<file path="config.mk">
export PLATFORM = sky130hd
export DESIGN_NAME = mrd_stage_sched
export DESIGN_NICKNAME = d
export VERILOG_FILES = /design/src/rtl/mrd_sched_pkg.sv /design/src/rtl/mrd_const_div.sv /design/src/rtl/mrd_stage_sched.sv
export SDC_FILE = /design/constraint.sdc
export NUM_CORES = 1
export LEC_CHECK = 0
export CAP_MARGIN = 10
export CELL_PAD_IN_SITES_DETAIL_PLACEMENT = 1
export CELL_PAD_IN_SITES_GLOBAL_PLACEMENT = 2
export CORE_UTILIZATION = 35
export CTS_BUF_LIST = sky130_fd_sc_hd__clkbuf_2 sky130_fd_sc_hd__clkbuf_4 sky130_fd_sc_hd__clkbuf_8
export CTS_CLUSTER_SIZE = 24
export DETAILED_ROUTE_END_ITERATION = 10
export GPL_ROUTABILITY_DRIVEN = 0
export PLACE_DENSITY_LB_ADDON = 0.15
export SLEW_MARGIN = 0
export SYNTH_ARGS = -nofsm -noshare
export SYNTH_HDL_FRONTEND = slang
export SYNTH_SLANG_ARGS = --single-unit
</file>
<file path="constraint.sdc">
create_clock -name clk -period 13.5 [get_ports clk]
set_input_delay 4.05 -clock clk [delete_from_list [all_inputs] [get_ports clk]]
set_output_delay 4.05 -clock clk [all_outputs]
set_load 0.01 [all_outputs]
</file>
<file path="src/rtl/mrd_sched_pkg.sv">
// Shared types and constants for the mixed-radix DFT stage scheduler.
// Radix codes carry the plain radix value so they drive stg_radix directly.
package mrd_sched_pkg;

  typedef enum logic [2:0] {
    IDLE   = 3'd0,
    FACTOR = 3'd1,
    ISSUE  = 3'd2,
    WAIT   = 3'd3,
    DONE   = 3'd4
  } state_t;

  localparam logic [2:0] RDX2 = 3'd2;
  localparam logic [2:0] RDX3 = 3'd3;
  localparam logic [2:0] RDX4 = 3'd4;
  localparam logic [2:0] RDX5 = 3'd5;

  localparam int MAX_STAGES_DEF = 6;

  typedef struct packed {
    logic [2:0] radix;
  } stage_ent_t;

endpackage

</file>
<file path="src/rtl/mrd_const_div.sv">
// Combinational divide-by-3 and divide-by-5 with exact-division flags.
// Shared between factorisation (on the remainder) and pass issue (on N).
module mrd_const_div #(
  parameter int NW = 12
) (
  input  logic [NW-1:0] a,
  output logic [NW-1:0] q3,
  output logic [NW-1:0] q5,
  output logic          z3,
  output logic          z5
);

  assign q3 = a / NW'(3);
  assign q5 = a / NW'(5);
  assign z3 = (a % NW'(3)) == '0;
  assign z5 = (a % NW'(5)) == '0;

endmodule

</file>
<file path="src/rtl/mrd_stage_sched.sv">
// Stage scheduler: factorises the DFT length into radix-4/2/3/5 passes and
// hands them to the datapath one at a time with a start/done handshake.
module mrd_stage_sched
  import mrd_sched_pkg::*;
#(
  parameter int MAX_STAGES = MAX_STAGES_DEF,
  parameter int NW         = 12
) (
  input  logic          clk,
  input  logic          rst,
  input  logic          cfg_valid,
  output logic          cfg_ready,
  input  logic [NW-1:0] cfg_dftpts,
  input  logic          cfg_inverse,
  input  logic          cfg_abort,
  output logic          stg_start,
  output logic [2:0]    stg_num,
  output logic [2:0]    stg_radix,
  output logic [NW-1:0] stg_span,
  output logic [NW-1:0] stg_nbfly,
  output logic          stg_last,
  output logic          stg_inverse,
  input  logic          stg_done,
  output logic          frm_done,
  output logic          frm_err,
  output logic          busy
);

  localparam int CW = $clog2(MAX_STAGES + 1);

  state_t        state_reg;
  logic [NW-1:0] rem_reg;
  logic [NW-1:0] n_reg;
  logic          inv_reg;
  logic [CW-1:0] count_reg;
  logic [CW-1:0] k_reg;
  logic [NW-1:0] span_acc_reg;

  logic [NW-1:0] div_in, q3, q5;
  logic          z3, z5;
  logic [2:0]    fac_radix_next;
  logic [NW-1:0] fac_rem_next;
  logic          fac_ok;
  logic          tbl_wr;
  logic [2:0]    cur_radix;
  logic [NW-1:0] nbfly_next;
  stage_ent_t    plan_tab [MAX_STAGES];

  // One divider serves both phases: remainder while factoring, N while issuing.
  assign div_in = (state_reg == FACTOR) ? rem_reg : n_reg;

  mrd_const_div #(.NW(NW)) u_div (
    .a  (div_in),
    .q3 (q3),
    .q5 (q5),
    .z3 (z3),
    .z5 (z5)
  );

  always_comb begin
    fac_radix_next = RDX4;
    fac_rem_next   = rem_reg >> 2;
    fac_ok         = 1'b1;
    if (rem_reg[1:0] == 2'b00) begin
      fac_radix_next = RDX4;
      fac_rem_next   = rem_reg >> 2;
    end else if (!rem_reg[0]) begin
      fac_radix_next = RDX2;
      fac_rem_next   = rem_reg >> 1;
    end else if (z3) begin
      fac_radix_next = RDX3;
      fac_rem_next   = q3;
    end else if (z5) begin
      fac_radix_next = RDX5;
      fac_rem_next   = q5;
    end else begin
      fac_ok = 1'b0;
    end
  end

  assign tbl_wr = (state_reg == FACTOR) && !cfg_abort && (rem_reg != NW'(1)) &&
                  fac_ok && (count_reg != CW'(MAX_STAGES));

  generate
    for (genvar gi = 0; gi < MAX_STAGES; gi++) begin : g_plan
      stage_ent_t ent_reg;
      always_ff @(posedge clk) begin
        if (rst) begin
          ent_reg <= '0;
        end else if (tbl_wr && (count_reg == CW'(gi))) begin
          ent_reg <= '{radix: fac_radix_next};
        end
      end
      assign plan_tab[gi] = ent_reg;
    end
  endgenerate

  assign cur_radix = plan_tab[k_reg].radix;

  always_comb begin
    nbfly_next = '0;
    case (cur_radix)
      RDX4:    nbfly_next = n_reg >> 2;
      RDX2:    nbfly_next = n_reg >> 1;
      RDX3:    nbfly_next = q3;
      RDX5:    nbfly_next = q5;
      default: nbfly_next = '0;
    endcase
  end

  assign cfg_ready = (state_reg == IDLE);
  assign busy      = (state_reg != IDLE);

  always_ff @(posedge clk) begin
    if (rst) begin
      state_reg    <= IDLE;
      rem_reg      <= '0;
      n_reg        <= '0;
      inv_reg      <= 1'b0;
      count_reg    <= '0;
      k_reg        <= '0;
      span_acc_reg <= NW'(1);
      stg_start    <= 1'b0;
      stg_num      <= '0;
      stg_radix    <= '0;
      stg_span     <= NW'(1);
      stg_nbfly    <= '0;
      stg_last     <= 1'b0;
      stg_inverse  <= 1'b0;
      frm_done     <= 1'b0;
      frm_err      <= 1'b0;
    end else begin
      stg_start <= 1'b0;
      frm_done  <= 1'b0;
      frm_err   <= 1'b0;
      if (cfg_abort) begin
        state_reg <= IDLE;
        k_reg     <= '0;
        count_reg <= '0;
      end else begin
        case (state_reg)
          IDLE: begin
            if (cfg_valid) begin
              rem_reg      <= cfg_dftpts;
              n_reg        <= cfg_dftpts;
              inv_reg      <= cfg_inverse;
              count_reg    <= '0;
              k_reg        <= '0;
              span_acc_reg <= NW'(1);
              // Zero would divide by 4 forever, so reject it before factoring.
              if (cfg_dftpts == '0) frm_err <= 1'b1;
              else                  state_reg <= FACTOR;
            end
          end
          FACTOR: begin
            if (rem_reg == NW'(1)) begin
              if (count_reg == '0) begin
                frm_err   <= 1'b1;
                state_reg <= IDLE;
              end else begin
                state_reg <= ISSUE;
              end
            end else if (!tbl_wr) begin
              frm_err   <= 1'b1;
              state_reg <= IDLE;
            end else begin
              rem_reg   <= fac_rem_next;
              count_reg <= count_reg + CW'(1);
            end
          end
          ISSUE: begin
            stg_num      <= 3'(k_reg);
            stg_radix    <= cur_radix;
            stg_span     <= span_acc_reg;
            span_acc_reg <= span_acc_reg * NW'(cur_radix);
            stg_nbfly    <= nbfly_next;
            stg_last     <= (k_reg == count_reg - CW'(1));
            stg_inverse  <= inv_reg;
            stg_start    <= 1'b1;
            state_reg    <= WAIT;
          end
          WAIT: begin
            if (stg_done) begin
              if (stg_last) begin
                state_reg <= DONE;
              end else begin
                k_reg     <= k_reg + CW'(1);
                state_reg <= ISSUE;
              end
            end
          end
          DONE: begin
            frm_done  <= 1'b1;
            state_reg <= IDLE;
          end
          default: state_reg <= IDLE;
        endcase
      end
    end
  end

endmodule

</file>
### Word level (Yosys, flattened, before mapping)

Cells that the tools add are included.

| storage, ports and cells | value |
|---|---|
| flip-flop bits (word level) | 99 |
| output and inout port bits | 37 |
| input port bits | 18 |
| logic and storage cells | 132 |

| cells by class | value |
|---|---|
| multiply operators | 1 |
| add/sub/neg operators | 3 |
| div/mod/pow operators | 4 |
| bitwise operators | 2 |
| magnitude comparators | 1 |
| multiplexer cells | 46 |
| reductions and logical operators | 29 |
| eq/ne operators | 24 |

Operator list:

| operator | count |
|---|---|
| two-way mux 12 bit | 9 |
| two-way mux 3 bit | 16 |
| one-hot mux 12 bit (2 select lines) | 2 |
| one-hot mux 12 bit (4 select lines) | 1 |
| zero test 12 bit | 3 |
| equality test 3 x 2 -> 1 bit (second input constant) | 6 |
| equality test 3 bit (second input constant) | 5 |
| divider 12 x 2 -> 12 bit (second input constant) | 1 |
| divider 12 x 3 -> 12 bit (second input constant) | 1 |
| equality test 12 x 1 -> 1 bit (second input constant) | 1 |
| remainder unit 12 x 2 -> 12 bit (second input constant) | 1 |
| remainder unit 12 x 3 -> 12 bit (second input constant) | 1 |
| multiplier 12 x 3 -> 12 bit | 1 |
| two-way mux 1 bit | 12 |
| inequality test 12 x 1 -> 1 bit (second input constant) | 1 |
| inequality test 2 bit (second input constant) | 6 |
| one-hot mux 3 bit (2 select lines) | 2 |
| one-hot mux 3 bit (4 select lines) | 1 |
| AND reduction 4 bit | 3 |
| logical AND 1 bit | 10 |
| binary-select mux 3 bit (select 3 bit) | 1 |
| adder 3 x 1 -> 3 bit (second input constant) | 2 |
| equality test 3 x 1 -> 1 bit (second input constant) | 2 |
| zero test 3 bit | 2 |
| 17 further kinds | 20 |

### Depth between registers and ports, before layout

Gate-level depths: netlist of the first run.

| logic depth | value |
|---|---|
| word-level depth | 13 |
| gate-level depth with buffers | 28 |
| gate-level depth less buffers | 23 |

### Hierarchy

Synthesis of the first run repeated with hierarchy kept, for this count alone.

| second synthesis, totals | value |
|---|---|
| cell total of the unflattened synthesis | 1140 |
| area, all modules | 8431.8 um2 |

Modules (own cells, without submodules):

| module | instances | sequential area each (um2) | area each (um2) | cells each |
|---|---|---|---|---|
| mrd_stage_sched | 1 | 1981.9 | 5735.5 | 752 |
| mrd_const_div | 1 | 0.0 | 2696.3 | 388 |

### Worst setup path before layout of the first run

No wires, ideal clock.

| timing path | value |
|---|---|
| path type | input-to-reg |
| start | in cfg_abort |
| end | reg rem_reg[10] |
| setup slack | 7796 ps |
| data required time | 13412 ps |
| path buffers | 3 |
| arrival time | 5616 ps |
| stages on the path | 9 |
| cells stage by stage | a21oi_1 and3_1 clkbuf_1 a21oi_1 or2_2 clkbuf_1 or2_1 buf_4 o32ai_2 |

| on the way | value |
|---|---|
| word-level cells in the longest chain between the ends | 7 |

Ends and longest elaborated chain:

| item | RTL line | RTL |
|---|---|---|
| start: declaration | mrd_stage_sched.sv:15 | `input logic cfg_abort,` |
| zero test 1 bit | mrd_stage_sched.sv:81 | `assign tbl_wr = (state_reg == FACTOR) && !cfg_abort && (rem_reg != NW'(1)) &&` |
| logical AND 1 bit (3 in series) | mrd_stage_sched.sv:81 |  |
| logical AND 1 bit | mrd_stage_sched.sv:82 | `fac_ok && (count_reg != CW'(MAX_STAGES));` |
| inequality test 2 bit (no source line) | n/a |  |
| AND reduction 5 bit (no source line) (*) | n/a |  |
| end signal: assignment | mrd_stage_sched.sv:144 | `rem_reg <= cfg_dftpts;` |
| end signal: assignment | mrd_stage_sched.sv:167 | `rem_reg <= fac_rem_next;` |
| end: declaration | mrd_stage_sched.sv:32 | `logic [NW-1:0] rem_reg;` |

Mark *: on every way between the ends. The rest lies on a longest branch, timed or not.
A chain may end at the register's enable or synchronous reset.

### Final worst setup path of the first run

| timing path | value |
|---|---|
| start | reg state_reg[0] |
| end | reg rem_reg[2] |

| on the way | value |
|---|---|
| word-level cells in the longest chain between the ends | 12 |

Ends and longest elaborated chain:

| item | RTL line | RTL |
|---|---|---|
| start: declaration | mrd_stage_sched.sv:31 | `state_t state_reg;` |
| start signal: assignment | mrd_stage_sched.sv:116 | `state_reg <= IDLE;` |
| start signal: assignment | mrd_stage_sched.sv:137 | `state_reg <= IDLE;` |
| start signal: assignment | mrd_stage_sched.sv:152 | `else state_reg <= FACTOR;` |
| equality test 3 x 1 -> 1 bit | mrd_stage_sched.sv:50, mrd_stage_sched.sv:81, mrd_stage_sched.sv:141 |  |
| two-way mux 12 bit | mrd_stage_sched.sv:50 | `assign div_in = (state_reg == FACTOR) ? rem_reg : n_reg;` |
| remainder unit 12 x 3 -> 12 bit | mrd_const_div.sv:16 | `assign z5 = (a % NW'(5)) == '0;` |
| zero test 12 bit | mrd_const_div.sv:16 |  |
| two-way mux 1 bit | mrd_stage_sched.sv:73 | `end else if (z5) begin` |
| two-way mux 1 bit | mrd_stage_sched.sv:70 | `end else if (z3) begin` |
| two-way mux 1 bit | mrd_stage_sched.sv:67 | `end else if (!rem_reg[0]) begin` |
| two-way mux 1 bit | mrd_stage_sched.sv:64 | `if (rem_reg[1:0] == 2'b00) begin` |
| logical AND 1 bit | mrd_stage_sched.sv:81 |  |
| logical AND 1 bit | mrd_stage_sched.sv:82 |  |
| inequality test 2 bit (no source line) | n/a |  |
| AND reduction 5 bit (no source line) | n/a |  |

Several ways; a longest one is shown, not always the timed one. The select of a mux whose other input is x is not followed.

==> qor.yml, run 1 <==
syn_avg_cell_area_sq_um: 7.285
wl_per_cell_microns: 21.78
yosysSeqAreaShare: 0.2158
nNetsFinal: 1280
grt_util_all_layers: 0.2566
tns_ps: 0
grt_pass1_vias: 9300
cp-start-kind: "flip-flop"
cts_tree: "built"
synth_edf_count: 0
syn_nets: 1299
fin_skew_ps: 20.74
rsz0062_at_grt: "no"
use_met2: 0.4368
synthesis.area_sq_um: 9091
grtUsageMet1: 0.3424
cts_buffers: 9
postSynth.asyncResetShare: 0
cp_max_fo: 67
initial_utilization: 0.3590
fin_cells: 1564
path_class: "flip-flop to flip-flop"
post_cts_resized: 0
hpwl_mm: 24.58
hold_depth: 2
antenna_cells: 0
final_cell_mix: "184 x nand2_1, 109 x a21oi_1, 99 x nor2_1, 98 x dfxtp_1, 52 x clkdlybuf4s50_1"
grt_max_degree: 71
num-fill-cells: 3096
portBuffers: 53
r2r-start: "state_reg[0]$_SDFFE_PP0P_"
relSlewSlack: 0.2832
max_cap_violations: 0
die_height_microns: 163.2
cts_root_buf: "clkbuf_8"
worst_slew_pin_slew_ps: 1074
synth_top_cell_by_area: "dfxtp_1"
arrival_ps: 7680
required_ps: 13740
synth_cells: 1248
coreArea_sq_um: 25330
drtIter0Drc: 566
yosysWarnings: 0
vias: 9534
ant_nets: 0
fin_crit_sh: 0.5506
viasPerCell: 6.096
layout_commonest_cell: "nand2_1"
cts_num_sinks: 98
yosys-top-cells-area: "dfxtp_1 22%, nand2_1 7.6%, a21oi_1 6.0%, mux2i_1 5.0%, nor2_1 4.1%"
grt_pass1_wl_mm: 53.65
clk_path_buf_depth: 2
reg2reg_depth: 25
areaGrowthSynthToFinish_pct: 9.276
antenna_found_initial: 0
p_leak_nw: 3.506
netlist.area_leader.share: 0.2158
postCtsHoldBufs: 0
drtPass1Iterations: 5
power_density_nw_per_um2: 86.85
routed_wirelength_mm: 34.07
ys_ff_latch: 98
max_freq_mhz: 134.5
drc: 0
hold_end: "stg_span[1]$_SDFFE_PP0P_"
drive_gt1_frac: 0.07942
fin_util: 0.3923
slew_violations: 0
htreeDepth: 3
clkTransAtPathRegs_ps: 100
synth_flop_cell: "dfxtp_1"
rows: 58
hold_violations: 0
end_kind: "flip-flop"
post-cts-setup-buffer-count: 0
total_power_mw: 0.8628
finalSetupViolations: 0
ios: 55
largest_register_ffs: 18
rrSetupSlack_ps: 6070
outcome: "finished clean"
top_usage_layer: "met2"
ir_worst_vdd_mv: 0.04012
grt_overflow: 0
whs_ps: 460.8
r2r-end: "rem_reg[2]$_SDFFE_PP0P_"
min_path_type: "flip-flop to flip-flop"
dp.cells: 1548
die_w_microns: 163.2
die-area_sq_um: 26620
synth.distinct_cells: 94
period_minus_slack_ps: 7433
worst_hold_startpoint: "stg_span[1]$_SDFFE_PP0P_"
clk_latency_ps: 390
grt_use_met3: 0.02209
## worst max-delay path, stage by stage, from the launching register on
cell	delay (ps)
dfxtp_1	580
or3b_4	420
buf_4	360
a21oi_2	640
o21ai_0	300
o2bb2ai_1	350
o22ai_1	110
or4b_1	530
a2bb2oi_2	280
nand2_1	150
a22oi_1	320
inv_2	120
ha_1	240
inv_1	80
nand2_1	70
o22ai_1	240
and3_1	290
xnor2_1	170
ha_1	290
a21o_1	160
a211oi_1	280
nor3_2	70
buf_4	210
a21boi_2	290
or2_1	540
a211oi_2	140
## Yosys cell counts, types with 13 or more instances
library cell    n
a211oi_1       28
a211oi_2       13
a21o_1         14
a21oi_1       109
a22oi_1        17
a31oi_1        14
buf_2          29
clkbuf_1       59
dfxtp_1        98
ha_1           23
inv_1          43
mux2i_1        45
nand2_1       184
nand2b_1       17
nand3_1        38
nor2_1         99
nor2b_1        14
nor3_1         38
o21ai_0        44
o22ai_1        18
xnor2_1        21
## stage by stage
step / area (sq um) / setup slack, ps
floorplan: 9091 / 7796
global placement: 9738 / 6364
detailed placement: 9738 / 6161
CTS: 9935 / 6118
global route: 9935 / 5582
finish: 9935 / 6067
## power by group
group | total (mW) | internal (mW) | switching [mW]
logic | 0.346 | 0.120 | 0.226
clock network | 0.202 | 0.0883 | 0.114
registers | 0.315 | 0.294 | 0.0207
## cell families (layout without fill, tap and decap cells)
logic type | Yosys count | count (layout) | synth area share
AND/OR/NAND/NOR | 499 | 499 | 0.2740
AO/OA/AOI/OAI | 385 | 385 | 0.2949
buffers and inverters | 149 | 135 | 0.06923
flip-flops | 98 | 98 | 0.2158
multiplexers | 52 | 52 | 0.06193
adder cells (fa/ha/maj) | 34 | 34 | 0.05478
XOR/XNOR | 30 | 30 | 0.02890
other | 1 | 1 | 0.0004125
## worst max-delay path by stage
stage	cells after the start	slack (ps)	to	from
floorplan	9	7800	rem_reg[10]$_SDFFE_PP0P_	cfg_abort
global placement	25	6360	rem_reg[10]$_SDFFE_PP0P_	state_reg[0]$_SDFFE_PP0P_
detailed placement	25	6160	rem_reg[2]$_SDFFE_PP0P_	state_reg[0]$_SDFFE_PP0P_
CTS	25	6120	rem_reg[2]$_SDFFE_PP0P_	state_reg[0]$_SDFFE_PP0P_
global route	25	5580	rem_reg[2]$_SDFFE_PP0P_	state_reg[0]$_SDFFE_PP0P_
finish	25	6070	rem_reg[2]$_SDFFE_PP0P_	state_reg[0]$_SDFFE_PP0P_
## routing by layer
metal	wire length [microns]	part of all wire	vias up
met5	0	0	-
met4	576	0.017	0
met3	1297	0.038	37
met2	16300	0.48	243
met1	15890	0.47	4750
li1	-	-	4504
## cell type report
| cell class | count | area, sq um | area share |
|---|---|---|---|
| Multi-Input combinational cell | 1001 | 6511 | 0.6554 |
| Sequential cell | 98 | 1962 | 0.1975 |
| Timing Repair Buffer | 74 | 683.2 | 0.06877 |
| Tap cell | 330 | 412.9 | 0.04156 |
| Inverter | 45 | 168.9 | 0.01700 |
| Clock buffer | 10 | 131.4 | 0.01322 |
| Clock inverter | 6 | 65.06 | 0.006549 |
Power figures use the tool's default switching activity.
==> inputs of run 2 (changes only) <==
- CORE_UTILIZATION: 35 -> 33
- clock period: 13.5 -> 6.4 ns (I/O delays scaled with it)
==> qor.yml, run 2 (synthesis results as in run 1) <==
areaGrowthSynthToFinish_pct: 15.06
cp_cell_sequence: "or3b_4, buf_4, buf_4, o21ai_0, o22a_1, o21ai_1, a211oi_2, nand2_1, a221oi_1, o22ai_2, or2_1, ha_1, nor3_1, xnor2_1, ha_1, a311oi_1, a211o_1, a21oi_4, buf_4, nor4b_4, mux2i_1"
worst_slew_pin_slew_ps: 1032  # -41.82 ps
fin_cells: 1640  # +4.9%
grt_max_degree: 70  # -1.4%
p_sw_mw: 0.8193  # +130%
grt_pass1_vias: 9743  # +4.8%
clkTransAtPathRegs_ps: 110  # about the same
path_class: "flip-flop to flip-flop"
antenna_cells: 0  # unchanged
outcome: "finished clean"
drtPass1Iterations: 7  # +2
layout_commonest_cell: "nand2_1"
crit_slowest_cell: "or3b_4"
grt_pass1_wl_mm: 56.80  # +5.9%
p_leak_nw: 3.838  # +9.5%
cts_num_sinks: 98  # unchanged
viasPerCell: 5.929  # -2.7%
drtIter0Drc: 644  # +14%
fin_crit_sh: 0.9432  # +0.3927
initial_utilization: 0.3364  # -0.02257
max_cap_violations: 0  # unchanged
cts_root_buf: "clkbuf_8"
largest_register_ffs: 18  # unchanged
cts_buffers: 9  # unchanged
cp_slowest_stage_delay_ps: 550  # -90 ps
p_seq_frac: 0.336  # -0.029
grt_util_all_layers: 0.2540  # -0.002618
p_comb_frac: 0.445  # +0.044
period_minus_slack_ps: 6037  # -1396 ps
min_path_type: "flip-flop to flip-flop"
arrival_ps: 6350  # -1330 ps
ant_nets: 0  # unchanged
coreArea_sq_um: 27030  # +6.7%
ios: 55  # unchanged
drive_gt1_frac: 0.1293  # +0.04991
intPower_mw: 1.106  # +120%
required_ps: 6710  # -7030 ps
slew_violations: 0  # unchanged
place_ws_ps: 89.47  # -6072 ps
drc: 0  # unchanged
portBuffers: 53  # unchanged
dp.cells: 1621  # +4.7%
hold_violations: 0  # unchanged
num-fill-cells: 3379  # +9.1%
max_freq_mhz: 165.7  # +23%
antenna_found_initial: 0  # unchanged
wl_per_cell_microns: 21.82  # +0.19%
die_height_microns: 168.0  # +3.0%
cp-start-kind: "flip-flop"
nNetsFinal: 1345  # +5.1%
whs_ps: 460.5  # -0.2830 ps
end_kind: "flip-flop"
clk_path_buf_depth: 2  # unchanged
cp_max_fo: 24  # -64%
finalSetupViolations: 0  # unchanged
relSlewSlack: 0.3107  # +0.02744
fin_skew_ps: 16.26  # -4.480 ps
htreeDepth: 3  # unchanged
rows: 60  # +3.4%
ir_worst_vdd_mv: 0.08313  # +110%
cts_tree: "built"
final_cell_mix: "184 x nand2_1, 109 x a21oi_1, 99 x nor2_1, 96 x dfxtp_1, 86 x buf_4"
vias: 9724  # +2.0%
die_w_microns: 168.0  # +3.0%
clkPwrFrac: 0.219  # -0.015
routed_wirelength_mm: 35.79  # +5.1%
finalWorstSetupSlack_ps: 363.3  # -5704 ps
power_density_nw_per_um2: 184.0  # +110%
hpwl_mm: 27.27  # +11%
clk_latency_ps: 390  # about the same
die-area_sq_um: 28220  # +6.0%
crit_path_frequent_cell: "buf_4"
tns_ps: 0  # unchanged
postCtsHoldBufs: 0  # unchanged
grt_overflow: 0  # unchanged
rsz0062_at_grt: "no"
switching_share: 0.4256  # +0.007924
run 2: cell count changes in the layout (fill, tap and decap cells not counted), moves of 2 or more:
cell,previous run,this run
clkinv_2,2,0
dfxtp_2,0,2
clkinv_4,1,3
buf_4,21,86
inv_8,0,2
dfxtp_1,98,96
run 2: area by class of cell:
cell class	count	area, sq um	area share
sequential	98	1964	0.1878
timing repair buffer	139	1171	0.1120
clock buffer	10	137.6	0.01316
inverter	45	168.9	0.01615
multi-input combinational	1001	6534	0.6246
tap	341	426.7	0.04079
clock inverter	6	57.56	0.005502
run 2: worst paths after layout:
path                                                 from                                end  slack [ps]  depth (start not counted)
worst max-delay path            state_reg[2]$_SDFFE_PP0P_  g_plan[2].ent_reg[2]$_SDFFE_PP0P_         360                         21
worst min-delay path             stg_span[2]$_SDFFE_PP0P_           stg_span[2]$_SDFFE_PP0P_         460                          2
worst max register to register  state_reg[2]$_SDFFE_PP0P_  g_plan[2].ent_reg[2]$_SDFFE_PP0P_         360                         21
worst min register to register   stg_span[2]$_SDFFE_PP0P_           stg_span[2]$_SDFFE_PP0P_         460                          2
run 2: power groups by stage:
stage	Combinational, mW	Sequential [mW]	Clock (mW)
finish	0.856	0.647	0.422
global route	0.925	0.650	0.458
CTS	0.818	0.647	0.438
detailed placement	0.814	0.661	0
global placement	0.810	0.660	0
floorplan	0.557	0.643	0
run 2: worst max-delay path: cells and delay by family (launching register included):
kind | cells | cell delay, ps
compound gates | 9 | 2260
simple gates | 5 | 1790
buf+inv | 3 | 670
fa+ha+maj | 2 | 450
flops | 1 | 370
mux | 1 | 240
xor+xnor | 1 | 170
run 2: per-layer routing:
metal  part of all wire  global-route usage
met1               0.46              0.3435
met2               0.48              0.4295
met3              0.042             0.02821
met4              0.017             0.06223
met5                  0                   0
run 2: repair_timing:
item,in CTS,in global routing
buffers inserted,0,3
endpoints found under the setup margin,0,36
resized for setup,0,6
run 2: through the flow:
stage	area, sq um	utilization	total power [mW]
final	10460	0.3870	1.925
after global routing	10460	0.3870	2.033
after CTS	10410	0.3853	1.902
after detailed placement	10220	0.3781	1.475
after global placement	10220	0.3781	1.470
after floorplan	9091	-	1.199
